**src/rtl/cnt_readout_if.sv**
```systemverilog
// Signal bundle between cnt_readout and its environment: measurement control,
// the count-enable window, the two error counts and the serial readout frame.
interface cnt_readout_if;
  logic        go;
  logic        abort;
  logic [15:0] win_len;
  logic        start;
  logic [31:0] error_origin_cnt;
  logic [31:0] error_ptr_cnt;
  logic        sdo;
  logic        sdo_valid;
  logic        sdo_first;
  logic        busy;
  logic        done;
  logic        sat;

  modport master (
    output go, abort, win_len, error_origin_cnt, error_ptr_cnt,
    input  start, sdo, sdo_valid, sdo_first, busy, done, sat
  );

  modport slave (
    input  go, abort, win_len, error_origin_cnt, error_ptr_cnt,
    output start, sdo, sdo_valid, sdo_first, busy, done, sat
  );
endinterface

```
**src/rtl/cnt_readout.sv**
```systemverilog
// Opens a count window, waits for the counters to settle, captures both error
// counts and shifts them out MSB first. CNT_READOUT_PARITY_EN appends an even-parity bit.
module cnt_readout (
  input logic          clk,
  input logic          rst_n,
  cnt_readout_if.slave bus
);

`ifdef CNT_READOUT_PARITY_EN
  localparam int FRAME_BITS = 65;
`else
  localparam int FRAME_BITS = 64;
`endif
  localparam logic [6:0] LAST_BIT = 7'(FRAME_BITS - 1);

  typedef enum logic [2:0] {IDLE, RUN, SETTLE, CAPTURE, SHIFT, DONE} state_t;

  state_t                state;
  state_t                state_next;
  logic [15:0]           win_cnt;
  logic [1:0]            settle_cnt;
  logic [6:0]            bit_cnt;
  logic [FRAME_BITS-1:0] shreg;
  logic                  sat_q;
  logic [63:0]           frame_data;

  assign frame_data = {bus.error_origin_cnt, bus.error_ptr_cnt};

  always_ff @(posedge clk) begin
    if (!rst_n) state <= IDLE;
    else        state <= state_next;
  end

  // abort wins over everything, including a go seen in IDLE
  always_comb begin
    state_next = state;
    case (state)
      IDLE:    if (bus.go) state_next = (bus.win_len != 16'd0) ? RUN : SETTLE;
      RUN:     if (win_cnt == 16'd1) state_next = SETTLE;
      SETTLE:  if (settle_cnt == 2'd3) state_next = CAPTURE;
      CAPTURE: state_next = SHIFT;
      SHIFT:   if (bit_cnt == LAST_BIT) state_next = DONE;
      DONE:    state_next = IDLE;
      default: state_next = IDLE;
    endcase
    if (bus.abort) state_next = IDLE;
  end

  always_ff @(posedge clk) begin
    if (!rst_n) begin
      win_cnt    <= 16'd0;
      settle_cnt <= 2'd0;
      bit_cnt    <= 7'd0;
      shreg      <= '0;
      sat_q      <= 1'b0;
    end else if (bus.abort) begin
      win_cnt    <= 16'd0;
      settle_cnt <= 2'd0;
      bit_cnt    <= 7'd0;
    end else begin
      case (state)
        IDLE: begin
          settle_cnt <= 2'd0;
          bit_cnt    <= 7'd0;
          if (bus.go) win_cnt <= bus.win_len;
        end
        RUN:    win_cnt <= win_cnt - 16'd1;
        SETTLE: settle_cnt <= settle_cnt + 2'd1;
        CAPTURE: begin
`ifdef CNT_READOUT_PARITY_EN
          shreg <= {frame_data, ^frame_data};
`else
          shreg <= frame_data;
`endif
          sat_q   <= (&bus.error_origin_cnt) | (&bus.error_ptr_cnt);
          bit_cnt <= 7'd0;
        end
        SHIFT: begin
          shreg <= shreg << 1;
          if (bit_cnt != LAST_BIT) bit_cnt <= bit_cnt + 7'd1;
        end
        default: bit_cnt <= 7'd0;
      endcase
    end
  end

  assign bus.start     = (state == RUN);
  assign bus.busy      = (state != IDLE);
  assign bus.done      = (state == DONE);
  assign bus.sdo_valid = (state == SHIFT);
  assign bus.sdo_first = (state == SHIFT) && (bit_cnt == 7'd0);
  assign bus.sdo       = (state == SHIFT) && shreg[FRAME_BITS-1];
  assign bus.sat       = sat_q;

endmodule

```
**src/flat_wrapper.sv**
```systemverilog
// flat-port wrapper written by rule: the top's interface ports become plain ports
module cnt_readout_flat 
  (clk, rst_n, bus_go, bus_abort, bus_win_len, bus_error_origin_cnt, bus_error_ptr_cnt, bus_start, bus_sdo, bus_sdo_valid, bus_sdo_first, bus_busy, bus_done, bus_sat);
  cnt_readout_if bus_i ();
  input logic clk;
  input logic rst_n;
  input wire logic [$bits(bus_i.go)-1:0] bus_go;
  input wire logic [$bits(bus_i.abort)-1:0] bus_abort;
  input wire logic [$bits(bus_i.win_len)-1:0] bus_win_len;
  input wire logic [$bits(bus_i.error_origin_cnt)-1:0] bus_error_origin_cnt;
  input wire logic [$bits(bus_i.error_ptr_cnt)-1:0] bus_error_ptr_cnt;
  output wire logic [$bits(bus_i.start)-1:0] bus_start;
  output wire logic [$bits(bus_i.sdo)-1:0] bus_sdo;
  output wire logic [$bits(bus_i.sdo_valid)-1:0] bus_sdo_valid;
  output wire logic [$bits(bus_i.sdo_first)-1:0] bus_sdo_first;
  output wire logic [$bits(bus_i.busy)-1:0] bus_busy;
  output wire logic [$bits(bus_i.done)-1:0] bus_done;
  output wire logic [$bits(bus_i.sat)-1:0] bus_sat;
  assign bus_i.go = bus_go;
  assign bus_i.abort = bus_abort;
  assign bus_i.win_len = bus_win_len;
  assign bus_i.error_origin_cnt = bus_error_origin_cnt;
  assign bus_i.error_ptr_cnt = bus_error_ptr_cnt;
  assign bus_start = bus_i.start;
  assign bus_sdo = bus_i.sdo;
  assign bus_sdo_valid = bus_i.sdo_valid;
  assign bus_sdo_first = bus_i.sdo_first;
  assign bus_busy = bus_i.busy;
  assign bus_done = bus_i.done;
  assign bus_sat = bus_i.sat;
  cnt_readout u_core (.clk(clk), .rst_n(rst_n), .bus(bus_i));
endmodule
```
**config.mk**
```make
export PLATFORM = sky130hd
export DESIGN_NAME = cnt_readout_flat
export DESIGN_NICKNAME = d
export VERILOG_FILES = /design/src/rtl/cnt_readout_if.sv /design/src/rtl/cnt_readout.sv /design/src/flat_wrapper.sv
export SDC_FILE = /design/constraint.sdc
export NUM_CORES = 1
export LEC_CHECK = 0
export CAP_MARGIN = 10
export CORE_UTILIZATION = 53
export CTS_CLUSTER_DIAMETER = 60
export CTS_CLUSTER_SIZE = 20
export DETAILED_ROUTE_END_ITERATION = 12
export GPL_TIMING_DRIVEN = 0
export MAX_ROUTING_LAYER = met4
export PLACE_DENSITY = 0.82
export SLEW_MARGIN = 10
export SYNTH_ARGS = -nofsm -noshare
export SYNTH_HDL_FRONTEND = slang
export SYNTH_SLANG_ARGS = --single-unit
```
**constraint.sdc**
```tcl
create_clock -name clk -period 2.3 [get_ports clk]
set_clock_uncertainty 0.05 [all_clocks]
set_input_delay 0.46 -clock clk [delete_from_list [all_inputs] [get_ports clk]]
set_output_delay 0.46 -clock clk [all_outputs]
set_load 0.005 [all_outputs]
```
# --- Yosys cells after proc, flatten, opt, wreduce, memory -nomap -nowiden ---
# Cells that the tools add are included.
word_totals:
  reg_bits: 93
  in_bits: 84
  wordCells: 57
  out_inout_bits: 7
op_classes:
  add_sub_neg: 3
  mux: 12
  bitwise_logic: 4
  eq_ne: 14
  reduce_logical: 18
ops:
  columns: ["cell", "n"]
  rows:
  - ["$pmux W64 S2", 1]
  - ["$reduce_and A32 Y1", 2]
  - ["$pmux W16 S2", 1]
  - ["$eq A16 B1 Y1 const B", 1]
  - ["$mux W16", 1]
  - ["$reduce_bool A16 Y1", 1]
  - ["$sub A16 B1 Y16 const B", 1]
  - ["$pmux W3 S5", 1]
  - ["$pmux W7 S2", 1]
  - ["$mux W3", 4]
  - ["$ne A2 B1 Y1 const B", 4]
  - ["$reduce_and A2 Y1", 4]
  - ["$add A7 B1 Y7 const B", 1]
  - ["$eq A7 B6 Y1 const B", 1]
  - ["$logic_not A7 Y1", 1]
  - ["$mux W7", 1]
  - ["$ne A7 B6 Y1 const B", 1]
  - ["$eq A3 B2 Y1 const B", 2]
  - ["$eq A3 B3 Y1 const B", 2]
  - ["$reduce_bool A2 Y1", 3]
  - ["$pmux W2 S2", 1]
  - ["$reduce_and A4 Y1", 1]
  - ["$reduce_or A2 Y1", 2]
  - ["$eq A3 B1 Y1 const B", 1]
  - ["other kinds (9)", 12]

# --- Longest topological paths before layout ---
# Gate-level depths: netlist (run 1).
depth:
  word_depth: 4
  ltp_mapped: 7
  depth_no_buf: 5

# --- Worst setup path after synthesis (run 1) ---
# OpenSTA, ideal clock, no wires.
synth_timing:
  kind: "flip-flop to output port"
  from: "register u_core.state[0]"
  to: "output port bus_sdo_first"
  arrival_ps: 1633
  setup_slack_ps: 157
  required_ps: 1790
  n_path_buf: 4
  path_stages_with_launch: 7
  path_cell_list: "dfxtp_1 -> buf_2 -> or3b_1 -> buf_2 -> buf_2 -> buf_1 -> nor4bb_1"
synth_between:
  elab_chain_cells: 2
synth_lines:
  columns: ["element", "line", "rtl"]
  rows:
  - ["from (decl)", "cnt_readout.sv:18", "state_t state;"]
  - ["from (signal assigned)", "cnt_readout.sv:31", "else state <= state_next;"]
  - ["$eq A3 B3 Y1", "cnt_readout.sv:91", "assign bus.sdo_first = (state == SHIFT) && (bit_cnt == 7'd0);"]
  - ["$logic_and A1 B1 Y1", "cnt_readout.sv:91", null]
  - ["to (decl)", "flat_wrapper.sv:15", "output wire logic [$bits(bus_i.sdo_first)-1:0] bus_sdo_first;"]
# Every way passes these cells.

# --- Worst setup path in the final report (run 1) ---
layout_timing:
  from: "register u_core.state[1]"
  to: "output port bus_sdo_first"
# Same word-level chain as after synthesis.

==> results of run 1 <==
==> power by group <==
part	internal [uW]	total [uW]	switching, uW
Combinational	227	462	234
Sequential	1630	1650	23.0
Clock	618	1220	604
Total	2480	3340	861
==> cells by family after synthesis <==
family,count (synthesis)
simple gates,294
fa+ha+maj,5
xor+xnor,1
mux,2
buf+inv,57
flops,93
compound gates,136
==> timing repair <==
item                       CTS  global route
resized for setup           35             7
setup endpoints to repair    6             9
setup buffers                2             8
cloned                       0             1
pin swaps                    2             2
==> worst max-delay path: stages (launching register included) <==
cell and delay, ns:
dfxtp_4 0.38, or3b_4 0.44, buf_12 0.16, nor4bb_4 0.27, buf_2 0.15
==> metrics by stage <==
step	area, sq um	hold slack, ns
final	6486	0.4404
after global routing	6486	0.4456
after CTS	6409	0.4345
after detailed placement	6110	0.4186
after global placement	6110	0.4063
after floorplan	5047	0.3880
==> registers in the layout (all words and copies together), names as in the netlist <==
signal and cells:
u_core.bit_cnt 7, u_core.bus.sat 1, u_core.settle_cnt 2, u_core.shreg 64
u_core.state 3, u_core.win_cnt 16
==> synthesized netlist by cell type (5+ instances only) <==
| cell type | number | area share [%] |
|---|---|---|
| a21oi_1 | 22 | 2.2 |
| nand2_1 | 137 | 10 |
| clkbuf_1 | 24 | 1.8 |
| nand3_1 | 11 | 1.1 |
| buf_2 | 9 | 0.89 |
| nor2_1 | 72 | 5.4 |
| or4_1 | 6 | 0.89 |
| a211oi_1 | 5 | 0.74 |
| ha_1 | 5 | 1.2 |
| buf_6 | 10 | 2.2 |
| inv_1 | 8 | 0.59 |
| dfxtp_1 | 93 | 37 |
| nor4_1 | 13 | 1.6 |
| nand4_1 | 21 | 2.6 |
| o21ai_0 | 12 | 1.2 |
| nand2b_1 | 5 | 0.62 |
| a311oi_2 | 63 | 19 |
| nor3_1 | 5 | 0.50 |
==> final timing paths <==
path                                      start                to  slack [ns]
worst max-delay path            u_core.state[1]     bus_sdo_first        0.02
worst min-delay path            u_core.shreg[0]   u_core.shreg[0]        0.44
worst max register to register  u_core.state[1]  u_core.shreg[53]        0.19
worst min register to register  u_core.shreg[0]   u_core.shreg[0]        0.44
==> layout make-up <==
type / instances / area (sq um)
multi-input cells: 438 / 2913
fillers: 711 / 2754
flip-flops and latches: 93 / 1873
repair buffers: 101 / 989.7
plain buffers: 42 / 282.8
well taps: 129 / 161.4
clock buffers: 9 / 123.9
clock inverters: 6 / 95.09
inverters: 10 / 47.55
==> metal layers <==
layer,up-vias,GRT usage [%],part of all wire [%]
met5,-,-,0
met4,0,12.22,2.5
met3,37,3.514,5.2
met2,152,46.31,49
met1,2369,34.33,44
li1,2387,-,-
==> layout by cell type (no fill, tap or decap), types with 3 or more instances in the layout <==
cell type and instances:
nand2_1 137, dfxtp_1 90, clkdlybuf4s50_1 86, nor2_1 71, a311oi_2 63, a21oi_1 22, nand4_1 21, clkbuf_1 20
nor4_1 12, buf_4 12, o21ai_0 12, nand3_1 11, buf_6 10, clkbuf_8 9, inv_1 7, buf_2 6
or4_1 6, nand2b_1 5, nor3_1 5, a211oi_1 5, ha_1 5, nor2b_1 4, o31ai_1 4, a22oi_1 4
a31oi_1 3, a311oi_1 3, o211ai_1 3, dlygate4sd2_1 3, dfxtp_4 3
==> flow_summary.toml, run 1 <==
[grt]
grt.overflow.total = 0
first_global_vias = 4884
grt_max_degree = 20
gr-usage-all-layers_pct = 27.99
grt_antenna_before_repair = 0
grt_pass1_wl_microns = 22070

[power_and_ir_drop]
p_leak_uw = 0.002170
irDropWorstVdd_uv = 477.1
power.total_uw = 3336
power_density_nw_per_um2 = 514.4

[worst_hold_path]
holdCritPathClass = "reg2reg"
min_path_cells = 2

[critical_path]
start_kind = "register"
end_kind = "output port"
required_ns = 1.79
worstPathArrival_ns = 1.77
crit_type = "reg2out"
critPathMaxFanout = 6
r2r_cells = 6

[synthesis]
synthCells = 588
synth_enable_flop_cells = 0
syn_area_per_cell_sq_um = 8.584
synth_top_family_by_area = "compound AO/OA/AOI/OAI gates"
synthFlopType = "dfxtp_1"
synthMuxAreaShare_pct = 0.4214
synthSimpleGateAreaFrac_pct = 26.57
yosys.area_share.xor_xnor_pct = 0.1735
async_reset_ff_share_pct = 0
synth_compound_area_share_pct = 28.53
synth_fp_nets = 677
synth_cell_types = 58
ys_seq_area_share_pct = 36.89
yosys_warnings = 0
synth.cell_area_sq_um = 5047
synthAdderAreaFrac_pct = 1.239
ys_ff_latch = 93

[cts]
clock_latency_ns = 0.36
cts.clk_slew.worst_paths_ns = 0.10
cts_htree_levels = 3
cts_tree = "yes"
cts_root_buf = "clkbuf_8"
cts_buffers = 9
clock_sink_count = 93
cts_buffer_depth = 2
holdBufCountCts = 0

[final_layout]
final_util_pct = 70.20
n_antenna_cell = 0
area_delta_synth_final_pct = 28.51
drive_gt1_share_pct = 18.60
instances_no_fill = 828
nNetsFinal = 784

[floorplanning]
die_width_microns = 99.59
io_pins = 91
coreArea_sq_um = 9240
die_y_microns = 99.59
core.rowCount = 35
dieArea_sq_um = 9917
start_util_pct = 54.62

[detailed_routing]
drt-pass1-iter-count = 5
routed_via_density = 5.972
routed_wl_microns = 13310
routedWlPerCell_microns = 16.07
drt_iter0_markers = 232
ant_nets = 0
drc = 0
vias = 4945

[place]
place_congestion = 0.9113
dpl.cell_count = 807
pre_cts_slack_ns = -0.6243
post-dp-hpwl_microns = 9693
port-buffer-count = 90

[sta]
finalCritPeriodShare_pct = 99.22
max-slew-margin-rel_pct = 53.65
rsz0062_at_grt = "true"
fmax_ghz = 0.4382
final-setup-viol-count = 0
setup_ws_ns = 0.01797
finalHoldViolCount = 0
finalSetupTns_ns = 0
period_minus_slack_ns = 2.282
worst_pin_slew_ns = 0.6952
final-max-slew-violation-count = 0

[flow_run]
drv_cap = 0

[run_status]
status = "finished, final reports clean"
No activity file was read; power rests on OpenSTA's default activity.
==> run 2: changes to the inputs <==
--- a/config.mk
+++ b/config.mk
@@ -13,7 +13,7 @@
 export GPL_TIMING_DRIVEN = 0
 export MAX_ROUTING_LAYER = met4
 export PLACE_DENSITY = 0.82
-export SLEW_MARGIN = 10
+export SLEW_MARGIN = 15
 export SYNTH_ARGS = -nofsm -noshare
 export SYNTH_HDL_FRONTEND = slang
 export SYNTH_SLANG_ARGS = --single-unit
==> results of run 2 <==
Final layout, timing and power as in run 1 (identical DEF).
==> run 3: changes to the inputs <==
--- a/config.mk
+++ b/config.mk
@@ -6,13 +6,13 @@
 export NUM_CORES = 1
 export LEC_CHECK = 0
 export CAP_MARGIN = 10
-export CORE_UTILIZATION = 53
+export CORE_UTILIZATION = 50
 export CTS_CLUSTER_DIAMETER = 60
 export CTS_CLUSTER_SIZE = 20
 export DETAILED_ROUTE_END_ITERATION = 12
 export GPL_TIMING_DRIVEN = 0
 export MAX_ROUTING_LAYER = met4
-export PLACE_DENSITY = 0.82
+export PLACE_DENSITY = 0.79
 export SLEW_MARGIN = 15
 export SYNTH_ARGS = -nofsm -noshare
 export SYNTH_HDL_FRONTEND = slang
==> run 3 against run 2 <==
  * Cell count rose by 0.60%
  * Sequential share of layout area decreased by 0.099 points
  * Worst hold slack worse by 0.0075 ns
  * Highest routed layer unchanged
  * Critical path depth grew 1
  * First-iteration DRC count grew 4.3%
  * Critical endpoint unchanged
  * The run now ends with negative setup slack left
  * Clock-buffer cell count unchanged
==> flow_summary.toml, run 3 (synthesis results as in run 1) <==
[power_and_ir_drop]
comb_power_share_pct = 13.4
clock_power_share_pct = 38.8
power.total_uw = 3466
power_frac_seq_pct = 47.7
power_density_nw_per_um2 = 533.9
intPower_uw = 2590
power.switching_uw = 875.7
irDropWorstVdd_uv = 388.3
switching_share_pct = 25.26
p_leak_uw = 0.002175

[place]
post-dp-hpwl_microns = 9632
place_area_sq_um = 6115
port-buffer-count = 90
dpl.cell_count = 811
place_congestion = 0.8997

[sta]
setup_ws_ns = -0.1062
max-slew-margin-rel_pct = 53.17
finalSetupTns_ns = -0.1828
finalHoldViolCount = 0
rsz0062_at_grt = "true"
fmax_ghz = 0.4156
final-setup-viol-count = 2
timing.hold.ws_ns = 0.4330
final-max-slew-violation-count = 0
finalCritPeriodShare_pct = 104.6
worst_pin_slew_ns = 0.7024
period_minus_slack_ns = 2.406

[cts]
clock_latency_ns = 0.38
cts_buffer_depth = 2
cts_buffers = 9
cts_root_buf = "clkbuf_8"
cts_tree = "yes"
clock_sink_count = 93
holdBufCountCts = 0
cts_htree_levels = 3
cts.clk_slew.worst_paths_ns = 0.09

[critical_path]
crit_family = "simple AND/OR/NAND/NOR gates"
cp_slowest_cell = "or3b_4"
critPathMaxFanout = 7
critPathBufInv = 3
startpoint = "u_core.state[2]"
start_kind = "register"
required_ns = 1.79
crit_type = "reg2out"
cpPeakStageDelay_ns = 0.46
critPathMostFrequentCell = "buf_8"
rr_startpoint = "u_core.state[2]"
path_cells = "or3b_4 -> buf_8 -> buf_8 -> nor4bb_4 -> buf_2"
end_kind = "output port"
worstPathArrival_ns = 1.90

[floorplanning]
die_y_microns = 102.5
coreArea_sq_um = 9774
core.rowCount = 36
dieArea_sq_um = 10500
io_pins = 91
start_util_pct = 51.64
die_width_microns = 102.5

[final_layout]
drive_gt1_share_pct = 18.57
largest_reg_flops = 64
mostFrequentLayoutCells = "137 x nand2_1, 90 x dfxtp_1, 88 x clkdlybuf4s50_1, 71 x nor2_1, 63 x a311oi_2"
instances_no_fill = 833
nNetsFinal = 784
n_antenna_cell = 0
reg.largest.list = "u_core.shreg x64, u_core.win_cnt x16, u_core.bit_cnt x7"
regMostFlops = "u_core.shreg"
area_delta_synth_final_pct = 28.61
final_area_sq_um = 6491
layout_commonest_cell = "nand2_1"

[detailed_routing]
routedWlPerCell_microns = 15.99
routed_via_density = 5.879
drt-pass1-iter-count = 5
vias = 4897
routed_wl_microns = 13320
drc = 0
ant_nets = 0
drt_iter0_markers = 242

[grt]
grt.overflow.total = 0
gr-usage-all-layers_pct = 27.61
first_global_vias = 4770
grt_max_degree = 20
grt_pass1_wl_microns = 22180
grt_antenna_before_repair = 0

[worst_hold_path]
holdCritPathClass = "reg2reg"
min_from = "u_core.bit_cnt[6]"

[run_status]
violations = "negative setup slack"
status = "complete, but fails checks"

[flow_run]
drv_cap = 0
-- run 3: repair_timing --
| item | CTS | global route |
|---|---|---|
| gates cloned | 0 | 0 |
| pin swaps | 2 | 2 |
| setup buffers | 8 | 2 |
| hold endpoints to repair | 0 | 0 |
| setup endpoints to repair | 6 | 20 |
| gates resized for setup | 30 | 11 |
-- run 3: stage by stage --
stage / utilization (%) / setup slack (ns)
floorplan: - / 0.1567
global placement: 62.56 / -0.5923
detailed placement: 62.56 / -0.6214
CTS: 66.28 / -0.1800
global route: 66.41 / -0.1791
finish: 66.41 / -0.1062
-- run 3: path summary, 6_finish.rpt --
check | slack, ns | depth (start not counted) | to
worst max register to register | 0.20 | 6 | u_core.shreg[54]
worst min register to register | 0.43 | 1 | u_core.bit_cnt[6]
worst min-delay path | 0.43 | 1 | u_core.bit_cnt[6]
worst max-delay path | -0.11 | 5 | bus_sdo_first
-- run 3: metal layers --
metal  vias to the layer above  wire length (microns)  global-route usage, %
li1                       2384                      -                      -
met4                         0                    247                  10.33
met2                       157                   6486                  43.95
met5                         -                      0                      -
met1                      2339                   5921                  34.43
met3                        17                    661                  5.540
-- run 3: worst register-to-register path, delay by kind of cell, from the launching register on --
| kind | cells | cell delay, ns |
|---|---|---|
| simple gates | 1 | 0.46 |
| compound gates | 2 | 0.48 |
| buf+inv | 3 | 0.59 |
| flops | 1 | 0.39 |
-- run 3: power by group through the flow --
stage	Combinational (uW)	Sequential, uW	Clock, uW
after floorplan	219	1680	0
after CTS	461	1650	1360
after global routing	503	1660	1430
after global placement	436	1690	0
final	465	1650	1350
after detailed placement	448	1690	0
-- run 3: area by class of cell --
class,count,area (sq um)
Inverter,10,47.55
Multi-Input combinational cell,438,2908
Tap cell,133,166.4
Fill cell,774,3283
Buffer,43,286.5
Sequential cell,93,1868
Clock buffer,9,123.9
Timing Repair Buffer,100,969.7
Clock inverter,7,121.4
